==> config.mk <==
export PLATFORM = sky130hd
export DESIGN_NAME = bus_arbiter
export DESIGN_NICKNAME = d
export VERILOG_FILES = /design/src/rtl/risc_bus_pkg.sv /design/src/rtl/arb_hold_counter.sv /design/src/rtl/bus_arbiter.sv
export SDC_FILE = /design/constraint.sdc
export NUM_CORES = 1
export LEC_CHECK = 0
export ABC_AREA = 0
export BUFFER_PORTS_ARGS = -buffer_cell sky130_fd_sc_hd__buf_4
export CAP_MARGIN = 10
export CORE_UTILIZATION = 30
export DETAILED_ROUTE_END_ITERATION = 10
export PLACE_DENSITY_LB_ADDON = 0.3
export SLEW_MARGIN = 10
export SYNTH_ARGS = -nofsm -noshare
export SYNTH_HDL_FRONTEND = slang
export SYNTH_SLANG_ARGS = --single-unit
==> constraint.sdc <==
create_clock -name clk -period 3.8 [get_ports clk]
set_clock_uncertainty 0.15 [all_clocks]
set_input_delay 0.76 -clock clk [delete_from_list [all_inputs] [get_ports clk]]
set_output_delay 0.76 -clock clk [all_outputs]
set_load 0.005 [all_outputs]
==> src/rtl/risc_bus_pkg.sv <==
// Shared widths and arbiter state encoding for the two-master bus.
package risc_bus_pkg;

  localparam int unsigned ADDR_W = 13;
  localparam int unsigned DATA_W = 8;
  localparam int unsigned HOLD_W = 8;

  typedef enum logic [1:0] {
    StIdle,
    StOwn0,
    StOwn1,
    StTurn
  } arb_state_e;

endpackage

==> src/rtl/arb_hold_counter.sv <==
// Saturating count of consecutive granted cycles; flags when the hold limit is reached.
module arb_hold_counter
  import risc_bus_pkg::*;
(
  input  logic              clk,
  input  logic              rst,
  input  logic              clear,
  input  logic              enable,
  input  logic [HOLD_W-1:0] limit,
  output logic              limit_hit
);

  logic [HOLD_W-1:0] count_q, count_d;

  always_comb begin
    count_d = count_q;
    if (clear) begin
      count_d = '0;
    end else if (enable && (count_q != {HOLD_W{1'b1}})) begin
      count_d = count_q + 1'b1;
    end
  end

  always_ff @(posedge clk or posedge rst) begin
    if (rst) begin
      count_q <= '0;
    end else begin
      count_q <= count_d;
    end
  end

  assign limit_hit = (count_q >= limit);

endmodule

==> src/rtl/bus_arbiter.sv <==
// Two-master bus arbiter with a one-cycle turnaround between owners.
// Define BUS_ARBITER_HOLD_LIMIT_EN to revoke an owner after MAX_HOLD granted cycles.
module bus_arbiter
  import risc_bus_pkg::*;
#(
  parameter int unsigned MAX_HOLD = 16
) (
  input  logic              clk,
  input  logic              rst,
  input  logic              m0_req,
  input  logic              m1_req,
  input  logic [ADDR_W-1:0] m0_addr,
  input  logic [ADDR_W-1:0] m1_addr,
  input  logic              m0_rd,
  input  logic              m0_wr,
  input  logic              m1_rd,
  input  logic              m1_wr,
  input  logic [DATA_W-1:0] m0_wdata,
  input  logic [DATA_W-1:0] m1_wdata,
  output logic              m0_gnt,
  output logic              m1_gnt,
  output logic [ADDR_W-1:0] bus_addr,
  output logic              bus_rd,
  output logic              bus_wr,
  output logic [DATA_W-1:0] bus_wdata,
  output logic              bus_wdata_oe
);

  if ((MAX_HOLD < 2) || (MAX_HOLD > 255)) begin : gen_bad_max_hold
    $error("bus_arbiter: MAX_HOLD must be in 2..255");
  end

  arb_state_e state_q, state_d;
  logic       last_owner_q, last_owner_d;
  logic       own_next;
  logic       hold_hit;

  assign own_next = (state_d == StOwn0) || (state_d == StOwn1);

`ifdef BUS_ARBITER_HOLD_LIMIT_EN
  localparam logic [HOLD_W-1:0] HoldLimit = HOLD_W'(MAX_HOLD);

  // Count restarts at 1 on each entry to an owning state.
  arb_hold_counter u_hold_counter (
    .clk       (clk),
    .rst       (rst),
    .clear     (!own_next),
    .enable    (own_next),
    .limit     (HoldLimit),
    .limit_hit (hold_hit)
  );
`else
  assign hold_hit = 1'b0;
`endif

  always_comb begin
    state_d = state_q;
    unique case (state_q)
      StIdle: begin
        if (m0_req && m1_req) begin
          state_d = last_owner_q ? StOwn0 : StOwn1;
        end else if (m0_req) begin
          state_d = StOwn0;
        end else if (m1_req) begin
          state_d = StOwn1;
        end
      end
      StOwn0: begin
        if (!m0_req || (hold_hit && m1_req)) begin
          state_d = m1_req ? StTurn : StIdle;
        end
      end
      StOwn1: begin
        if (!m1_req || (hold_hit && m0_req)) begin
          state_d = m0_req ? StTurn : StIdle;
        end
      end
      StTurn: begin
        // The pending master is always the one that did not own last.
        if (last_owner_q) begin
          state_d = m0_req ? StOwn0 : StIdle;
        end else begin
          state_d = m1_req ? StOwn1 : StIdle;
        end
      end
      default: state_d = StIdle;
    endcase
  end

  always_comb begin
    last_owner_d = last_owner_q;
    if (state_d == StOwn0) begin
      last_owner_d = 1'b0;
    end else if (state_d == StOwn1) begin
      last_owner_d = 1'b1;
    end
  end

  always_ff @(posedge clk or posedge rst) begin
    if (rst) begin
      state_q      <= StIdle;
      last_owner_q <= 1'b1;
    end else begin
      state_q      <= state_d;
      last_owner_q <= last_owner_d;
    end
  end

  assign m0_gnt = (state_q == StOwn0);
  assign m1_gnt = (state_q == StOwn1);

  always_comb begin
    bus_addr     = '0;
    bus_rd       = 1'b0;
    bus_wr       = 1'b0;
    bus_wdata    = '0;
    bus_wdata_oe = 1'b0;
    if (state_q == StOwn0) begin
      bus_addr  = m0_addr;
      bus_rd    = m0_rd;
      bus_wr    = m0_wr && !m0_rd;
      bus_wdata = m0_wdata;
    end else if (state_q == StOwn1) begin
      bus_addr  = m1_addr;
      bus_rd    = m1_rd;
      bus_wr    = m1_wr && !m1_rd;
      bus_wdata = m1_wdata;
    end
    // Read wins a simultaneous rd/wr, so the data driver follows the forwarded write.
    bus_wdata_oe = bus_wr;
  end

endmodule

Yosys cells after proc, flatten, opt, wreduce, memory -nomap -nowiden
Index checks and enable logic that the tools add are counted.
{"block": "word_totals", "register_bits": 3, "wordCells": 36}
{"block": "classes", "n_eq_ne": 5, "muxes": 22, "reduce_logical": 7}
{"op": "two-way mux 13 bit", "count": 2}
{"op": "two-way mux 2 bit", "count": 10}
{"op": "two-way mux 8 bit", "count": 2}
{"op": "case mux 2 bit (4 select lines)", "count": 1}
{"op": "two-way mux 1 bit", "count": 7}
{"op": "equality test 2 bit (second input constant)", "count": 3}
{"op": "equality test 2 x 1 -> 1 bit (second input constant)", "count": 2}
{"op": "logical AND 1 bit", "count": 3}
{"op": "zero test 1 bit", "count": 2}
{"op": "zero test 2 bit", "count": 1}
{"op": "nonzero test 2 bit", "count": 1}

Depth between registers and ports, before layout
{"block": "depth", "word_depth": 7, "mapped_depth": 6, "mapped_depth_nobuf": 5}

Least setup slack after synthesis
No wires, ideal clock.
{"block": "synth_timing", "path_type": "input to output", "from": "input port m0_rd", "to": "output port bus_wr", "setup_slack_ns": 1.756, "arrival_ns": 1.134, "path_buffers": 1, "stages": 3, "cell_sequence": "nand3b_2 -> nand2_1 -> buf_4"}
{"block": "synth_via", "elab_chain_cells": 3}
{"item": "start: declaration", "line_no": "bus_arbiter.sv:14", "text": "input logic m0_rd,"}
{"item": "zero test 1 bit", "line_no": "bus_arbiter.sv:121", "text": "bus_wr = m0_wr && !m0_rd;"}
{"item": "logical AND 1 bit", "line_no": "bus_arbiter.sv:121"}
{"item": "two-way mux 1 bit", "line_no": "bus_arbiter.sv:118", "text": "if (state_q == StOwn0) begin"}
{"item": "end: declaration", "line_no": "bus_arbiter.sv:24", "text": "output logic bus_wr,"}
No other way between the ends.

Worst setup path in the final report
{"block": "layout_timing", "from": "register state_q[1]", "to": "output port bus_wdata[7]"}
{"block": "layout_via", "elab_chain_cells": 3, "elab_cells_between_ends": 4}
{"item": "start: declaration", "line_no": "bus_arbiter.sv:33", "text": "arb_state_e state_q, state_d;"}
{"item": "start signal: assignment", "line_no": "bus_arbiter.sv:101", "text": "state_q <= StIdle;"}
{"item": "start signal: assignment", "line_no": "bus_arbiter.sv:104", "text": "state_q <= state_d;"}
{"item": "equality test 2 bit", "line_no": "bus_arbiter.sv:123", "text": "end else if (state_q == StOwn1) begin"}
{"item": "two-way mux 8 bit", "line_no": "bus_arbiter.sv:123"}
{"item": "two-way mux 8 bit (*)", "line_no": "bus_arbiter.sv:118"}
{"item": "end: declaration", "line_no": "bus_arbiter.sv:25", "text": "output logic [DATA_W-1:0] bus_wdata,"}
Mark *: on every way between the ends. The rest lies on a longest branch, timed or not.

==> summary.md <==
| Metric | Value |
|---|---|
| Type of destination of the critical path | output port |
| Max Cap Violations | 0 |
| RSZ-0062 raised after global routing | false |
| Antenna violations before repair | 0 |
| Setup Crit Path Kind | flip-flop to output port |
| First-pass GRT wire length | 2.86 mm |
| Mean post-synth cell area | about 9.9 µm² |
| Reg2Reg Depth | 5 |
| Vias | between 700 and 800 |
| DR WL/cell | 13.3 µm |
| Clock Sink Count | 3 |
| Diodes inserted | 0 |
| Critical path arrival | between 1500 and 2000 ps |
| Primary FF master, synth | dfrtp_1 |
| Startpoint Class | flip-flop |
| Area of the die | 1810 µm² |
| Total number of H-tree levels | 1 |
| Yosys warning count | 0 |
| Fill count | 139 |
| Initial Util | 32.4% |
| F_max | approximately 0.35 GHz |
| Post_cts resized | 0 |
| Total Wirelength | 1.85 mm |
| Drt initial violations | 8 |
| Nets | 175 |
| Max FO, Critical Path | 27 |
| Synthesis-to-layout area growth | 108% |
| Global Route Usage Sum | between 20 and 25% |
| Worst Hold Class | input pin to async pin |
| CTS clk-pin slew, worst paths | 40 ps |
| Worst IR drop on VDD | 0.000408 V |
| Layout cell share with drive strength beyond 1 | 73.2% |
| I/O pin total | 76 |
| Hold bufs inserted after CTS | 0 |
| Clock latency on the worst-skew pair | 230 ps |
| Die Height | between 40 and 50 µm |
| Final setup TNS | 0 ps |
| Chip width | roughly 43 µm |
| Status | completed |
| Setup bufs post-CTS | 0 |
| Worst EP required | 2890 ps |
| Pwr dens | 491 nW/µm² |
| Max Slew Vio Count | 0 |
| Root buf cell | clkbuf_4 |
| Remaining antenna violation count after routing | 0 |
| Final cell count without fillers | ~140 |
| Vias in the first global route | roughly 630 |
| Synth Register Bits | 3 |
| Inst Count DP | 135 |
| Vias per Instance | 5.17 |
| Port Buffer Count | 75 |
| FFs w/ async S/R, synth | 100% |
| Gpl congestion | 0.676 |
| Worst Tran Pin Value | 1100 ps |
| GRT overflow | 0 |
| Max Buffers Root-to-Sink | 2 |
| Post-Syn Area | 494 µm² |
| Synth Instances | 50 |
| Min Tclk post-route | 2830 ps |
| Slew Limit Headroom | around a quarter |
| Core Rows | 14 |
| Leakage | just under 0.6 nW |
| Largest net degree at the start of global routing | 28 |
| Period utilization | 74.5% |
| Sequential area share after synthesis | 15.4% |
| CTS tree | built |
| # setup viols final | 0 |
| Post-synth EDFFs | 0 |
| Core ar. | 1520 µm² |
| DRC Markers | 0 |
| CTS buffer count | 3 |
| First-pass DRT Iterations | 4 |
| Syn_nets | 101 |
| Cell variety after synth | 23 |
| Number of hold violations in the final report | 0 |
==> routing by layer <==
layer | vias to the layer above | track usage, % | wire length (µm) | share of wire, %
li1 | 344 | - | - | -
met1 | 334 | 23.2 | 718 | 39
met2 | 40 | 37.2 | 957 | 52
met3 | 0 | 5.60 | 177 | 9.6
met4 | 0 | 7.50 | 0 | 0
met5 | - | 0 | 0 | 0
==> logic make-up after synthesis <==
logic type      after synthesis  share of synthesized area, %
flops                         3                          15.4
fa+ha+maj                     1                          2.53
compound gates               28                          50.4
simple gates                  8                          11.4
buf+inv                       9                          18.2
mux                           1                          2.03
==> final timing paths <==
path                                    from            to  slack (ps)
worst max register to register    state_q[1]  last_owner_q        1540
worst min register to register  last_owner_q  last_owner_q         340
min in group clk                last_owner_q  last_owner_q         340
worst max-delay path              state_q[1]  bus_wdata[7]         970
worst min-delay path                     rst    state_q[1]         240
max in group asynchronous                rst  last_owner_q        3050
==> critical path, stage by stage (launching register included) <==
cell and delay, ps:
dfrtp_1 420, nor2b_2 870, a22o_2 290, buf_4 110
==> per-stage QoR <==
stage / hold slack, ps / util (%) / area (µm²) / power (mW) / worst slack [ps]
finish: 244 / 67.4 / 1030 / 0.504 / 970
global route: 258 / 67.4 / 1030 / 0.542 / 810
CTS: 239 / 67.4 / 1030 / 0.509 / 976
detailed placement: 337 / 65.7 / 1000 / 0.450 / 1240
global placement: 337 / 65.7 / 1000 / 0.441 / 1300
floorplan: 320 / - / 494 / 0.308 / 1760
==> report_power, final <==
group	internal (mW)	switching [mW]	leakage [nW]
clock network	0.0394	0.0169	0.0150
logic	0.230	0.155	0.540
registers	0.0482	0.0144	0.0349
==> placed cells by master (no fill, tap or decap), drive strengths merged, types with 2 or more instances in the layout <==
master	synthesis	final
nand3b	2	2
a22o	23	23
dfrtp	2	2
buf	6	75
inv	3	3
clkbuf	0	4
nor2	3	3
==> area by class of cell <==
class | count | area [µm²] | area share, %
inverters | 3 | 13.8 | 1.34
repair buffers | 75 | 563 | 54.8
multi-input cells | 38 | 328 | 31.9
flip-flops and latches | 3 | 76.3 | 7.43
clock buffers | 4 | 26.3 | 2.56
well taps | 16 | 20.0 | 1.95
==> state kept, by name, summed over array words and instances, names as in the netlist <==
| register | cells |
|---|---|
| state_q | 2 |
| last_owner_q | 1 |
==> cell usage after synthesis, types with 2 or more instances <==
library cell	number	area (µm²)
a22o_2	4	40.0
dfrtp_1	2	50.1
buf_6	3	33.8
a22o_1	19	166
nor2_1	3	11.3
inv_1	2	7.51
No activity file was read; power rests on OpenSTA's default activity.
